## config.mk

```make
export PLATFORM = sky130hd
export DESIGN_NAME = pipe_in_verify_flat
export DESIGN_NICKNAME = d
export VERILOG_FILES = /design/src/rtl/pipe_in_verify_pkg.sv /design/src/rtl/pipe_in_verify_if.sv /design/src/rtl/pipe_in_verify_pattern_gen.sv /design/src/rtl/pipe_in_verify.sv /design/src/flat_wrapper.sv
export SDC_FILE = /design/constraint.sdc
export NUM_CORES = 1
export LEC_CHECK = 0
export ABC_CLOCK_PERIOD_IN_PS = 4700
export CAP_MARGIN = 20
export CORE_MARGIN = 5
export CORE_UTILIZATION = 40
export DETAILED_ROUTE_END_ITERATION = 10
export DONT_BUFFER_PORTS = 1
export PLACE_DENSITY = 0.61
export REMOVE_ABC_BUFFERS = 1
export SYNTH_ARGS = -nofsm -noshare
export SYNTH_HDL_FRONTEND = slang
export SYNTH_HIERARCHICAL = 1
export SYNTH_SLANG_ARGS = --single-unit
```

## constraint.sdc

```tcl
create_clock -name clk -period 4.7 [get_ports clk]
set_clock_uncertainty 0.2 [all_clocks]
set_input_delay 0.235 -clock clk [delete_from_list [all_inputs] [get_ports clk]]
set_output_delay 0.235 -clock clk [all_outputs]
set_load 0.1 [all_outputs]
```

## src/rtl/pipe_in_verify_pkg.sv

```systemverilog
// Shared encodings and constants for the Pipe In verifier and its pattern generator.
// No logic here; imported by every file in this slice.
package pipe_in_verify_pkg;

  typedef enum logic [1:0] {
    ST_IDLE = 2'd0,
    ST_RUN  = 2'd1,
    ST_FAIL = 2'd2
  } state_e;

  localparam logic [31:0] CNT_SAT = 32'hFFFF_FFFF;

  // pattern_gen modes; any other code selects the inverted counter
  localparam logic [2:0] PAT_COUNT = 3'd0;
  localparam logic [2:0] PAT_HASH  = 3'd1;
  localparam logic [2:0] PAT_WALK  = 3'd2;
  localparam logic [2:0] PAT_ALT   = 3'd3;

  localparam logic [31:0] HASH_STEP = 32'h9E37_79B9;

endpackage

```

## src/rtl/pipe_in_verify_if.sv

```systemverilog
// Host Pipe In word stream: write strobe plus data toward the verifier, ready back to the host.
// Host (master) must only write while it has room; ready is a registered advisory level.
interface pipe_in_verify_if #(
  parameter int WIDTH = 32
);
  logic             pipe_in_write;
  logic [WIDTH-1:0] pipe_in_data;
  logic             pipe_in_ready;

  modport master (output pipe_in_write, output pipe_in_data, input pipe_in_ready);
  modport slave  (input pipe_in_write, input pipe_in_data, output pipe_in_ready);
endinterface

```

## src/rtl/pipe_in_verify_pattern_gen.sv

```systemverilog
// Deterministic word sequence generator; dout is combinational from state, advances one word per enable.
// No backpressure: the consumer steps it with enable whenever it accepts a word.
module pattern_gen
  import pipe_in_verify_pkg::*;
#(
  parameter int WIDTH = 32
) (
  input  logic             clk,
  input  logic             reset,
  input  logic             enable,
  input  logic [2:0]       pattern,
  output logic [WIDTH-1:0] dout
);

  logic [WIDTH-1:0] cnt;
  logic [WIDTH-1:0] acc;
  logic [WIDTH-1:0] walk;
  logic             alt;

  always_ff @(posedge clk) begin
    if (reset) begin
      cnt  <= '0;
      acc  <= '0;
      walk <= WIDTH'(1);
      alt  <= 1'b0;
    end else if (enable) begin
      cnt  <= cnt + WIDTH'(1);
      acc  <= acc + WIDTH'(HASH_STEP);
      walk <= {walk[WIDTH-2:0], walk[WIDTH-1]};
      alt  <= ~alt;
    end
  end

  always_comb begin
    dout = ~cnt;
    case (pattern)
      PAT_COUNT: dout = cnt;
      PAT_HASH:  dout = acc;
      PAT_WALK:  dout = walk;
      PAT_ALT:   dout = alt ? {(WIDTH/2){2'b10}} : {(WIDTH/2){2'b01}};
      default:   dout = ~cnt;
    endcase
  end

endmodule

```

## src/rtl/pipe_in_verify.sv

```systemverilog
// Checks host Pipe In words against a regenerated pattern; counts words/errors, captures the first error.
// Accepts a word every cycle; pipe_in_ready is one cycle behind a throttled virtual FIFO level.
module pipe_in_verify
  import pipe_in_verify_pkg::*;
#(
  parameter int          WIDTH      = 32,
  parameter int          LVL_W      = 16,
  parameter int unsigned READY_ROOM = 1024
) (
  input  logic              clk,
  input  logic              reset,
  pipe_in_verify_if.slave   pipe_in,
  input  logic              throttle_set,
  input  logic [31:0]       throttle_val,
  input  logic [2:0]        pattern,
  output logic [31:0]       word_count,
  output logic [31:0]       error_count,
  output logic [31:0]       first_err_index,
  output logic [WIDTH-1:0]  first_err_expected,
  output logic [WIDTH-1:0]  first_err_actual,
  output logic              overflow,
  output logic [1:0]        state
);

  localparam logic [LVL_W-1:0] LVL_MAX = '1;

  logic [LVL_W-1:0] level;
  logic [31:0]      throttle;
  logic             ready_q;
  logic [WIDTH-1:0] pg_dout;
  logic             wr;
  logic             mismatch;
  logic [31:0]      room;
  state_e           st;

  assign wr       = pipe_in.pipe_in_write;
  assign mismatch = wr && (pipe_in.pipe_in_data != pg_dout);
  assign room     = 32'(LVL_MAX - level);

  assign pipe_in.pipe_in_ready = ready_q;
  assign state                 = st;

  pattern_gen #(.WIDTH(WIDTH)) pg0 (
    .clk     (clk),
    .reset   (reset),
    .enable  (wr),
    .pattern (pattern),
    .dout    (pg_dout)
  );

  always_ff @(posedge clk) begin
    if (reset) begin
      throttle           <= throttle_val;
      level              <= '0;
      ready_q            <= 1'b0;
      word_count         <= '0;
      error_count        <= '0;
      first_err_index    <= '0;
      first_err_expected <= '0;
      first_err_actual   <= '0;
      overflow           <= 1'b0;
      st                 <= ST_IDLE;
    end else begin
      throttle <= throttle_set ? throttle_val : {throttle[0], throttle[31:1]};
      // ready reflects the level before this cycle's write/drain
      ready_q  <= (room >= READY_ROOM);

      case ({wr, throttle[0]})
        2'b10: begin
          if (level == LVL_MAX) overflow <= 1'b1;
          else                  level    <= level + 1'b1;
        end
        2'b01: begin
          if (level != '0) level <= level - 1'b1;
        end
        default: ;
      endcase

      if (wr) begin
        word_count <= word_count + 32'd1;
        if (mismatch) begin
          if (error_count != CNT_SAT) error_count <= error_count + 32'd1;
          if (error_count == '0) begin
            first_err_index    <= word_count;
            first_err_expected <= pg_dout;
            first_err_actual   <= pipe_in.pipe_in_data;
          end
          st <= ST_FAIL;
        end else if (st == ST_IDLE) begin
          st <= ST_RUN;
        end
      end
    end
  end

endmodule

```

## src/flat_wrapper.sv

```systemverilog
// flat-port wrapper written by rule: the top's interface ports become plain ports
module pipe_in_verify_flat import pipe_in_verify_pkg::*;
#(
  parameter int          WIDTH      = 32,
  parameter int          LVL_W      = 16,
  parameter int unsigned READY_ROOM = 1024
)
  (clk, reset, throttle_set, throttle_val, pattern, word_count, error_count, first_err_index, first_err_expected, first_err_actual, overflow, state, pipe_in_pipe_in_write, pipe_in_pipe_in_data, pipe_in_pipe_in_ready);
  pipe_in_verify_if #(.WIDTH(WIDTH)) pipe_in_i ();
  input  logic clk;
  input  logic reset;
  input  logic throttle_set;
  input  logic [31:0] throttle_val;
  input  logic [2:0] pattern;
  output logic [31:0] word_count;
  output logic [31:0] error_count;
  output logic [31:0] first_err_index;
  output logic [WIDTH-1:0] first_err_expected;
  output logic [WIDTH-1:0] first_err_actual;
  output logic overflow;
  output logic [1:0] state;
  input wire logic [$bits(pipe_in_i.pipe_in_write)-1:0] pipe_in_pipe_in_write;
  input wire logic [$bits(pipe_in_i.pipe_in_data)-1:0] pipe_in_pipe_in_data;
  output wire logic [$bits(pipe_in_i.pipe_in_ready)-1:0] pipe_in_pipe_in_ready;
  assign pipe_in_i.pipe_in_write = pipe_in_pipe_in_write;
  assign pipe_in_i.pipe_in_data = pipe_in_pipe_in_data;
  assign pipe_in_pipe_in_ready = pipe_in_i.pipe_in_ready;
  pipe_in_verify #(.WIDTH(WIDTH), .LVL_W(LVL_W), .READY_ROOM(READY_ROOM)) u_core (.clk(clk), .reset(reset), .pipe_in(pipe_in_i), .throttle_set(throttle_set), .throttle_val(throttle_val), .pattern(pattern), .word_count(word_count), .error_count(error_count), .first_err_index(first_err_index), .first_err_expected(first_err_expected), .first_err_actual(first_err_actual), .overflow(overflow), .state(state));
endmodule
```

# After elaboration in Yosys (flattened, before gate mapping)
# Index checks and enable logic that the tools add are counted.
[word_totals]
ff_bits = 309
latch_bits = 0
mem_bits_rw = 0
mem_bits_ro = 0
inputBits = 71
out_inout_bits = 164
elab_cells = 55
mem_count = 0
[classes]
add_sub_neg = 7
mul = 0
div_mod_pow = 0
magnitude_cmp = 1
eq_ne = 10
n_shift = 0
mux = 9
bitwise = 2
reduce_logical = 12
[ops]
columns = ["operator", "count"]
rows = [
  ["one-hot mux 32 bit (4 select lines)", 1],
  ["adder 32 x 1 -> 32 bit (second input constant)", 3],
  ["two-way mux 32 bit", 3],
  ["adder 32 bit (second input constant)", 1],
  ["greater-or-equal comparator 32 x 11 -> 1 bit (second input constant)", 1],
  ["zero test 32 bit", 1],
  ["two-way mux 16 bit", 2],
  ["inequality test 32 bit", 1],
  ["inequality test 32 bit (second input constant)", 1],
  ["NOT 32 bit", 1],
  ["one-hot mux 16 bit (2 select lines)", 1],
  ["subtractor 16 x 16 -> 17 bit (first input constant)", 1],
  ["adder 16 x 1 -> 16 bit (second input constant)", 1],
  ["equality test 16 bit (second input constant)", 1],
  ["nonzero test 16 bit", 1],
  ["subtractor 16 x 1 -> 16 bit (second input constant)", 1],
  ["AND reduction 3 bit", 3],
  ["equality test 3 x 2 -> 1 bit (second input constant)", 2],
  ["two-way mux 2 bit", 2],
  ["AND reduction 2 bit", 2],
  ["nonzero test 2 bit", 2],
  ["equality test 3 x 1 -> 1 bit (second input constant)", 1],
  ["zero test 3 bit", 1],
  ["equality test 2 x 1 -> 1 bit (second input constant)", 1],
  ["6 further kinds", 6],
]

# Longest topological paths before layout
# Gate-level depths: netlist of the first run.
[logic_depth]
word_depth = 6
mapped_depth = 16
ltp_nobuf = 11

# Modules after synthesis
# The synthesis of the first run kept the hierarchy.
[modules_own_cells]
columns = ["mod", "instances", "cells_per_inst", "area_per_inst_um2", "seq_area_each_um2"]
rows = [
  ["pipe_in_verify", 1, 964, 9188.8, 4244.1],
  ["pattern_gen", 1, 652, 5411.4, 1941.9],
]

# Least setup slack after synthesis of the first run
# Ideal clock, no wire load.
[synth_path]
kind = "input-to-reg"
startpoint = "in pattern[0]"
endpoint = "reg u_core.first_err_actual[20]"
setup_time_ps = 128
t_arrival_ps = 3150
t_required_ps = 4372
setup_slack_ps = 1223
stages = 16
path_buffers = 5
path_cell_list = "clkbuf_1 -> nand2_1 -> o21bai_1 -> clkbuf_1 -> a21oi_1 -> o21a_1 -> o22ai_1 -> xnor2_1 -> nand4_1 -> nor4_1 -> a2111o_1 -> clkbuf_1 -> buf_2 -> buf_2 -> mux2i_1 -> nor2_1"
[synth_between]
elab_chain_len = 5
elab_cells_between_ends = 8
classes_between = "eq/ne (4); mux (1); reduce/logical (3)"
[synth_rtl]
columns = ["element", "line_no", "text"]
rows = [
  ["start, declared", "flat_wrapper.sv:14", "input logic [2:0] pattern;"],
  ["equality test 3 x 2 -> 1 bit (tied with other cells)", "pipe_in_verify_pattern_gen.sv:36", "case (pattern)"],
  ["one-hot mux 32 bit (4 select lines) (*)", "pipe_in_verify_pattern_gen.sv:36", ""],
  ["net u_core.pg_dout[26]", "pipe_in_verify.sv:30", "logic [WIDTH-1:0] pg_dout;"],
  ["inequality test 32 bit (*)", "pipe_in_verify.sv:37", "assign mismatch = wr && (pipe_in.pipe_in_data != pg_dout);"],
  ["logical AND 1 bit (*)", "pipe_in_verify.sv:37", ""],
  ["AND reduction 3 bit (no source line) (*)", "-", ""],
  ["end signal, assigned", "pipe_in_verify.sv:86", "first_err_actual <= pipe_in.pipe_in_data;"],
  ["end, declared", "pipe_in_verify.sv:20", "output logic [WIDTH-1:0] first_err_actual,"],
]
# The timed path passes the listed nets; every way through them passes the cells marked *.
# A chain may end at the register's enable or synchronous reset.

# Final worst setup path of the first run
[layout_path]
startpoint = "reg u_core.pg0.alt"
endpoint = "reg u_core.first_err_expected[13]"
[layout_between]
elab_chain_len = 5
[layout_rtl]
columns = ["element", "line_no", "text"]
rows = [
  ["start, declared", "pipe_in_verify_pattern_gen.sv:18", "logic alt;"],
  ["start signal, assigned", "pipe_in_verify_pattern_gen.sv:30", "alt <= ~alt;"],
  ["two-way mux 32 bit", "pipe_in_verify_pattern_gen.sv:40", "PAT_ALT: dout = alt ? {(WIDTH/2){2'b10}} : {(WIDTH/2){2'b01}};"],
  ["one-hot mux 32 bit (4 select lines)", "pipe_in_verify_pattern_gen.sv:36", ""],
  ["net u_core.pg_dout[27]", "pipe_in_verify.sv:30", ""],
  ["inequality test 32 bit", "pipe_in_verify.sv:37", ""],
  ["logical AND 1 bit", "pipe_in_verify.sv:37", ""],
  ["AND reduction 3 bit (no source line)", "-", ""],
  ["end signal, assigned", "pipe_in_verify.sv:85", "first_err_expected <= pg_dout;"],
  ["end, declared", "pipe_in_verify.sv:19", "output logic [WIDTH-1:0] first_err_expected,"],
]
# The timed path passes the listed nets, and every way through them passes these cells.

==> results of run 1 <==
-- stage by stage --
stage / std cells / area [um2]
detailed placement: 2039 / 15200
global placement: 2039 / 15200
global route: 2207 / 17500
finish: 2208 / 17500
CTS: 2207 / 17500
floorplan: 1513 / 14200
-- worst max-delay path by stage --
| stage | start | to | slack [ps] | depth (start not counted) |
|---|---|---|---|---|
| floorplan | pattern[1] | u_core/first_err_actual[0] | -1500 | 11 |
| global placement | pattern[1] | u_core/first_err_index[23] | 990 | 14 |
| detailed placement | pattern[1] | u_core/first_err_index[0] | 950 | 14 |
| CTS | u_core/pg0/alt | u_core/first_err_expected[7] | 440 | 13 |
| global route | u_core/pg0/alt | u_core/first_err_expected[13] | 210 | 13 |
| finish | u_core/pg0/alt | u_core/first_err_expected[13] | 440 | 13 |
-- timing repair --
action / in CTS / in global routing
endpoints found under the hold margin: 309 / 0
hold buffers: 105 / 0
endpoints found under the setup margin: 0 / 0
-- worst max-delay path, cell delays in order, from the launching register on --
cell	delay (ps)
sky130_fd_sc_hd__dfxtp_1	360
sky130_fd_sc_hd__a31o_2	440
sky130_fd_sc_hd__a21oi_1	110
sky130_fd_sc_hd__o21a_1	130
sky130_fd_sc_hd__o22ai_1	460
sky130_fd_sc_hd__xnor2_1	190
sky130_fd_sc_hd__nand4_1	250
sky130_fd_sc_hd__nor4_1	300
sky130_fd_sc_hd__buf_4	170
sky130_fd_sc_hd__a2111o_2	380
sky130_fd_sc_hd__buf_12	240
sky130_fd_sc_hd__mux2i_1	260
sky130_fd_sc_hd__nor2_1	70
sky130_fd_sc_hd__dlygate4sd3_1	560
-- logic make-up (layout without fill, tap and decap cells) --
| family | count (synthesis) | count (layout) | synth area share, % |
|---|---|---|---|
| xor gates and xnor gates | 120 | 120 | 7.20 |
| buffers and inverters | 124 | 247 | 3.60 |
| other | 0 | 1 | 0 |
| AOI/OAI and AO/OA | 207 | 207 | 9.21 |
| DFF | 309 | 309 | 42.4 |
| muxes | 220 | 220 | 15.8 |
| adders and majority gates | 6 | 6 | 0.514 |
| and+or+nand+nor | 630 | 630 | 21.3 |
-- routing by layer --
metal	share of wire, %	global-route usage [%]
met5	0.030	0
met4	2.6	6.42
met3	8.9	6.90
met2	46	32.6
met1	43	26.0
-- layout make-up --
class,instances,area share (%)
antenna,1,0.0143
clock buffer,53,6.19
clock inverter,10,0.742
inverter,21,0.449
multi-input combinational,1183,45.0
sequential,309,35.3
tap,468,3.34
timing repair buffer,163,9.03
-- report_power, final --
group	internal, uW	switching [uW]	total (uW)
clock network	1720	1130	2850
registers	2790	583	3370
logic	493	591	1080
total	5000	2310	7310
-- cell usage in the layout (no fill, tap or decap), types with 10 or more instances in the layout --
master,netlist,layout
sky130_fd_sc_hd__o21a_1,27,27
sky130_fd_sc_hd__dfxtp_1,309,309
sky130_fd_sc_hd__inv_1,20,20
sky130_fd_sc_hd__clkbuf_16,0,37
sky130_fd_sc_hd__mux2i_1,170,170
sky130_fd_sc_hd__buf_4,0,53
sky130_fd_sc_hd__or3_1,28,28
sky130_fd_sc_hd__xnor2_1,79,79
sky130_fd_sc_hd__nor2b_1,23,23
sky130_fd_sc_hd__clkbuf_8,0,10
sky130_fd_sc_hd__o22ai_1,24,24
sky130_fd_sc_hd__mux2_2,33,33
sky130_fd_sc_hd__a21oi_1,72,72
sky130_fd_sc_hd__or4_1,19,19
sky130_fd_sc_hd__nor3_1,27,27
sky130_fd_sc_hd__dlygate4sd3_1,0,103
sky130_fd_sc_hd__nand3_1,48,48
sky130_fd_sc_hd__nor2_1,287,286
sky130_fd_sc_hd__mux2_4,12,12
sky130_fd_sc_hd__o21ai_0,25,25
sky130_fd_sc_hd__nor4_1,37,37
sky130_fd_sc_hd__a211oi_1,15,15
sky130_fd_sc_hd__xor2_1,41,41
sky130_fd_sc_hd__nand2_1,62,62
sky130_fd_sc_hd__nand4_1,45,45
==> impl_metrics.env, run 1 <==
export IMPL_status="completed"
export IMPL_cts_path_max_buffers=3
export IMPL_number_of_cells_on_the_worst_hold_path=4
export IMPL_synthCells=1616
export IMPL_grt_util_all_layers_pct=20.4
export IMPL_maxCapViolations=0
export IMPL_edff_count_synth=0
export IMPL_avgRoutedWirePerCell_um=19.4
export IMPL_post_cts_resize_count=0
export IMPL_totalNegativeSetupSlack_ps=0
export IMPL_crit_arrival_ps=4500
export IMPL_route_detailed_vias_per_inst=5.53
export IMPL_cts_sinks=309
export IMPL_synthDistinctLibCells=71
export IMPL_worst_skew_pair_late_latency_ps=560
export IMPL_area_of_combinational_cells_with_multiple_inputs_um2=7890
export IMPL_nNetsFinal=1792
export IMPL_count_leader_synth="sky130_fd_sc_hd__dfxtp_1"
export IMPL_tritoncts="yes"
export IMPL_worst_setup_path_start_kind="register"
export IMPL_crit_fanout=20
export IMPL_worstHoldPathType="in -> reg"
export IMPL_slew_violations=0
export IMPL_placement_rows=70
export IMPL_number_of_buffers_inserted_during_clock_tree_synthesis=37
export IMPL_reg2reg_to="u_core/first_err_expected[13]"
export IMPL_timing_final_crit_share_pct=90.7
export IMPL_ir_worst_vdd_uv=348
export IMPL_setup_ws_ps=439
export IMPL_seqCellArea_um2=6190
export IMPL_cts_root_buffer="sky130_fd_sc_hd__clkbuf_16"
export IMPL_cp_data_required_time_ps=4940
export IMPL_grt_pass1_wl_um=67600
export IMPL_max_slew_worst_pin_slew_ps=1230
export IMPL_count_of_synthesis_stage_warnings_from_yosys=6
export IMPL_power_density_nw_per_um2=417
export IMPL_vertical_die_dimension_um=201
export IMPL_initial_cell_density_of_the_core_pct=40.2
export IMPL_critical_path_class="reg -> reg"
export IMPL_drt_antenna_violating_nets=0
export IMPL_grt_start_max_net_pins=254
export IMPL_portBuffers=0
export IMPL_vias_in_the_first_global_route=11900
export IMPL_synth_top_cells_by_area="sky130_fd_sc_hd__dfxtp_1, sky130_fd_sc_hd__mux2i_1, sky130_fd_sc_hd__nor2_1, sky130_fd_sc_hd__xnor2_1, sky130_fd_sc_hd__mux2_2"
export IMPL_period_needed_ps=4260
export IMPL_post_synth_top_area_fraction_pct=42.4
export IMPL_route_detailed_drc=0
export IMPL_timing_reg2reg_worst_path_depth=13
export IMPL_cts_repair_timing_setup_buffer_count=0
export IMPL_max_slew_margin_pct=18.1
export IMPL_globalRouteOverflowTotal=0
export IMPL_whs_ps=23.9
export IMPL_fin_total_pwr_uw=7310
export IMPL_holdCritStartpoint="pattern[1]"
export IMPL_power_leakage_uw=0.00705
export IMPL_first_iter_violations=747
export IMPL_routabilityCongestion=0.859
export IMPL_ios=235
export IMPL_die_x_um=201
export IMPL_cts_max_level=2
export IMPL_synth_area_leader_cell="sky130_fd_sc_hd__dfxtp_1"
export IMPL_synth_ff_latch_count=309
export IMPL_die_area_um2=40400
export IMPL_netlist_top_cells_count="sky130_fd_sc_hd__dfxtp_1, sky130_fd_sc_hd__nor2_1, sky130_fd_sc_hd__mux2i_1, sky130_fd_sc_hd__xnor2_1, sky130_fd_sc_hd__clkbuf_1"
export IMPL_dominantRegCellSynth="sky130_fd_sc_hd__dfxtp_1"
export IMPL_fmax_mhz=235
export IMPL_detailedPlacementHpwl_um=28400
export IMPL_drt_total_wl_um=42900
export IMPL_core_um2=36300
export IMPL_grt_antenna_before_repair=1
export IMPL_syn_mean_instance_area_um2=9.03
export IMPL_setup_viol_count_final=0
export IMPL_fraction_of_registers_with_async_set_or_reset_after_synthesis_pct=0
export IMPL_report_final_hold_viol_count=0
export IMPL_reg2reg_slack_ps=440
export IMPL_synth_yosys_seq_area_share_pct=42.4
export IMPL_layout_drive_gt1_share_pct=10.5
export IMPL_clk_pin_slew_ps=60
export IMPL_post_place_ws_ps=953
export IMPL_min_to="u_core/first_err_expected[11]"
export IMPL_layout_area_overhead_vs_synth_pct=20.2
export IMPL_num_fill_cells=3393
export IMPL_mappedNetlistArea_um2=14600
export IMPL_fin_util_pct=48.3
export IMPL_dr_total_vias=12200
export IMPL_grt_setup_unrepaired="false"
export IMPL_crit_reg2reg_launch="u_core/pg0/alt"
export IMPL_drt_pass1_iter_count=6
export IMPL_endpoint_kind="register"
Power figures use the tool's default switching activity.
==> inputs of run 2 (changes only) <==
--- a/config.mk
+++ b/config.mk
@@ -5,12 +5,14 @@
 export SDC_FILE = /design/constraint.sdc
 export NUM_CORES = 1
 export LEC_CHECK = 0
+export ABC_AREA = 1
 export ABC_CLOCK_PERIOD_IN_PS = 4700
 export CAP_MARGIN = 20
 export CORE_MARGIN = 5
 export CORE_UTILIZATION = 40
 export DETAILED_ROUTE_END_ITERATION = 10
 export DONT_BUFFER_PORTS = 1
+export HOLD_SLACK_MARGIN = 0.05
 export PLACE_DENSITY = 0.61
 export REMOVE_ABC_BUFFERS = 1
 export SYNTH_ARGS = -nofsm -noshare
==> run 2 against run 1 <==
Die area grew 15%; power grew 4.9%; routed wire length grew 23%; synthesized area grew 16%; via count grew 38%; clock power shrank 2%; global-route usage grew 1.3 points; highest routed layer is now met4; fmax grew 3.2%; largest cell class unchanged; largest power group unchanged; sequential power grew 6.5%; combinational power grew 20%; core utilization shrank 1.5 points; count of clock-buffer cells in the layout is the same.
==> impl_metrics.env, run 2 <==
export IMPL_initial_cell_density_of_the_core_pct=40.4
export IMPL_nNetsFinal=2819
export IMPL_synth_yosys_seq_area_share_pct=36.5
export IMPL_route_detailed_drc=0
export IMPL_fraction_of_registers_with_async_set_or_reset_after_synthesis_pct=0
export IMPL_number_of_buffers_inserted_during_clock_tree_synthesis=36
export IMPL_fin_util_pct=46.8
export IMPL_globalRouteOverflowTotal=0
export IMPL_final_common_cell="sky130_fd_sc_hd__nand2_1"
export IMPL_power_density_nw_per_um2=391
export IMPL_postPlaceCellArea_um2=17500
export IMPL_grt_setup_unrepaired="false"
export IMPL_die_area_um2=46600
export IMPL_post_cts_resize_count=0
export IMPL_count_leader_synth="sky130_fd_sc_hd__nand2_1"
export IMPL_synthDistinctLibCells=49
export IMPL_max_slew_margin_pct=23.2
export IMPL_syn_mean_instance_area_um2=6.35
export IMPL_slew_violations=0
export IMPL_setup_viol_count_final=0
export IMPL_status="completed"
export IMPL_grt_pass1_wl_um=84000
export IMPL_synth_area_leader_cell="sky130_fd_sc_hd__dfxtp_1"
export IMPL_drt_total_wl_um=52900
export IMPL_tritoncts="yes"
export IMPL_ios=235
export IMPL_dominantRegCellSynth="sky130_fd_sc_hd__dfxtp_1"
export IMPL_layout_area_overhead_vs_synth_pct=15.7
export IMPL_dr_total_vias=16800
export IMPL_mappedNetlistArea_um2=17000
export IMPL_timing_final_crit_share_pct=87.9
export IMPL_cts_max_level=2
export IMPL_routabilityCongestion=0.950
export IMPL_stdcell_area_um2=19600
export IMPL_critical_path_class="in -> reg"
export IMPL_grt_antenna_before_repair=0
export IMPL_cp_data_required_time_ps=4910
export IMPL_cts_root_buffer="sky130_fd_sc_hd__clkbuf_16"
export IMPL_endpoint_kind="register"
export IMPL_count_of_synthesis_stage_warnings_from_yosys=6
export IMPL_grt_start_max_net_pins=110
export IMPL_clk_pin_slew_ps=60
export IMPL_ir_worst_vdd_uv=290
export IMPL_worstHoldPathType="in -> reg"
export IMPL_detailedPlacementHpwl_um=36900
export IMPL_fmax_mhz=242
export IMPL_placement_rows=75
export IMPL_portBuffers=0
export IMPL_vias_in_the_first_global_route=15600
export IMPL_max_slew_worst_pin_slew_ps=1150
export IMPL_timing_reg2reg_worst_path_depth=16
export IMPL_cts_path_max_buffers=3
export IMPL_number_of_cells_on_the_worst_hold_path=3
export IMPL_crit_fanout=34
export IMPL_report_final_hold_viol_count=0
export IMPL_period_needed_ps=4130
export IMPL_synthCells=2668
export IMPL_worst_skew_pair_late_latency_ps=520
export IMPL_core_um2=41900
export IMPL_grt_util_all_layers_pct=21.7
export IMPL_vertical_die_dimension_um=216
export IMPL_layout_common_cells="sky130_fd_sc_hd__nand2_1, sky130_fd_sc_hd__nor2_1, sky130_fd_sc_hd__inv_1"
export IMPL_edff_count_synth=0
export IMPL_drt_pass1_iter_count=6
export IMPL_first_iter_violations=1532
export IMPL_route_detailed_vias_per_inst=5.10
export IMPL_cts_sinks=309
export IMPL_maxCapViolations=0
export IMPL_whs_ps=91.4
export IMPL_crit_arrival_ps=4340
export IMPL_synth_ff_latch_count=309
export IMPL_die_x_um=216
export IMPL_antenna_diode_count=0
export IMPL_drt_antenna_violating_nets=0
export IMPL_power_leakage_uw=0.00863
export IMPL_avgRoutedWirePerCell_um=16.0
export IMPL_synth_top_cells_by_area="sky130_fd_sc_hd__dfxtp_1, sky130_fd_sc_hd__nand2_1, sky130_fd_sc_hd__nor2_1, sky130_fd_sc_hd__inv_1, sky130_fd_sc_hd__a21oi_1"
export IMPL_layout_drive_gt1_share_pct=7.67
export IMPL_num_fill_cells=4305
export IMPL_post_synth_top_area_fraction_pct=36.5
export IMPL_netlist_top_cells_count="sky130_fd_sc_hd__nand2_1, sky130_fd_sc_hd__nor2_1, sky130_fd_sc_hd__inv_1, sky130_fd_sc_hd__dfxtp_1, sky130_fd_sc_hd__a21oi_1"
export IMPL_worst_setup_path_start_kind="primary input"
[run 2: kinds of logic after synthesis]
| logic type | count (synthesis) | share of synthesized area, % |
|---|---|---|
| AND/OR/NAND/NOR | 1526 | 37.9 |
| flip-flops | 309 | 36.5 |
| AO/OA/AOI/OAI | 314 | 10.1 |
| XOR/XNOR | 44 | 2.27 |
| buffers and inverters | 438 | 10.8 |
| adder cells (fa/ha/maj) | 6 | 0.443 |
| multiplexers | 31 | 2.06 |
[run 2: worst paths after layout]
kind	startpoint	end	slack, ps
worst max-delay path	pattern[0]	u_core/error_count[2]	570
worst min-delay path	throttle_set	u_core/throttle[18]	90
worst max register to register	u_core/pg0/alt	u_core/error_count[2]	640
worst min register to register	u_core/throttle[25]	u_core/throttle[24]	260
[run 2: cell type report]
class / count / area (um2) / area share [%]
multi-input combinational: 1921 / 8960 / 45.6
clock inverter: 8 / 95.1 / 0.485
tap: 539 / 674 / 3.44
timing repair buffer: 142 / 1390 / 7.06
sequential: 309 / 6190 / 31.5
clock buffer: 53 / 1080 / 5.48
inverter: 332 / 1250 / 6.38
[run 2: timing repair]
action	CTS	global route
endpoints found under the hold margin	248	0
setup buffers	0	0
endpoints found under the setup margin	0	0
hold buffers	78	0
[run 2: power breakdown]
group	total (uW)	internal [uW]	leakage [uW]	switching (uW)
Clock	2780	1690	0.000573	1100
Sequential	3590	2830	0.00254	758
Combinational	1300	443	0.00551	856
[run 2: per-layer routing]
| layer | track usage, % | up-vias | part of all wire [%] |
|---|---|---|---|
| met4 | 6.21 | 0 | 2.7 |
| met2 | 36.7 | 526 | 47 |
| met3 | 5.06 | 82 | 7.7 |
| li1 | - | 8573 | - |
| met1 | 27.7 | 7658 | 43 |
| met5 | 0 | - | 0 |
[run 2: through the flow]
step	TNS, ps	total power, uW	worst slack [ps]	std cells
2_1_floorplan	-49670	4540	-517	2562
3_3_place_gp	0	4810	671	3160
3_5_place_dp	0	4840	546	3160
4_1_cts	0	7740	618	3299
5_1_grt	0	8070	245	3304
6_report	0	7670	570	3304
[run 2: worst max-delay path, cell delays in order]
cell                            delay [ps]
sky130_fd_sc_hd__inv_1                 300
sky130_fd_sc_hd__nand3_1               120
sky130_fd_sc_hd__inv_1                 460
sky130_fd_sc_hd__buf_4                 310
sky130_fd_sc_hd__nand2_1                80
sky130_fd_sc_hd__o2111a_1              110
sky130_fd_sc_hd__o21ai_0               210
sky130_fd_sc_hd__xnor2_1               120
sky130_fd_sc_hd__nand2_1               160
sky130_fd_sc_hd__nor2_1                 60
sky130_fd_sc_hd__nand2_1               110
sky130_fd_sc_hd__nor2_1                 70
sky130_fd_sc_hd__nand2_2               100
sky130_fd_sc_hd__buf_4                 370
sky130_fd_sc_hd__nand3_2               610
sky130_fd_sc_hd__nand2_1               220
sky130_fd_sc_hd__a21oi_1                90
sky130_fd_sc_hd__dlygate4sd3_1         570
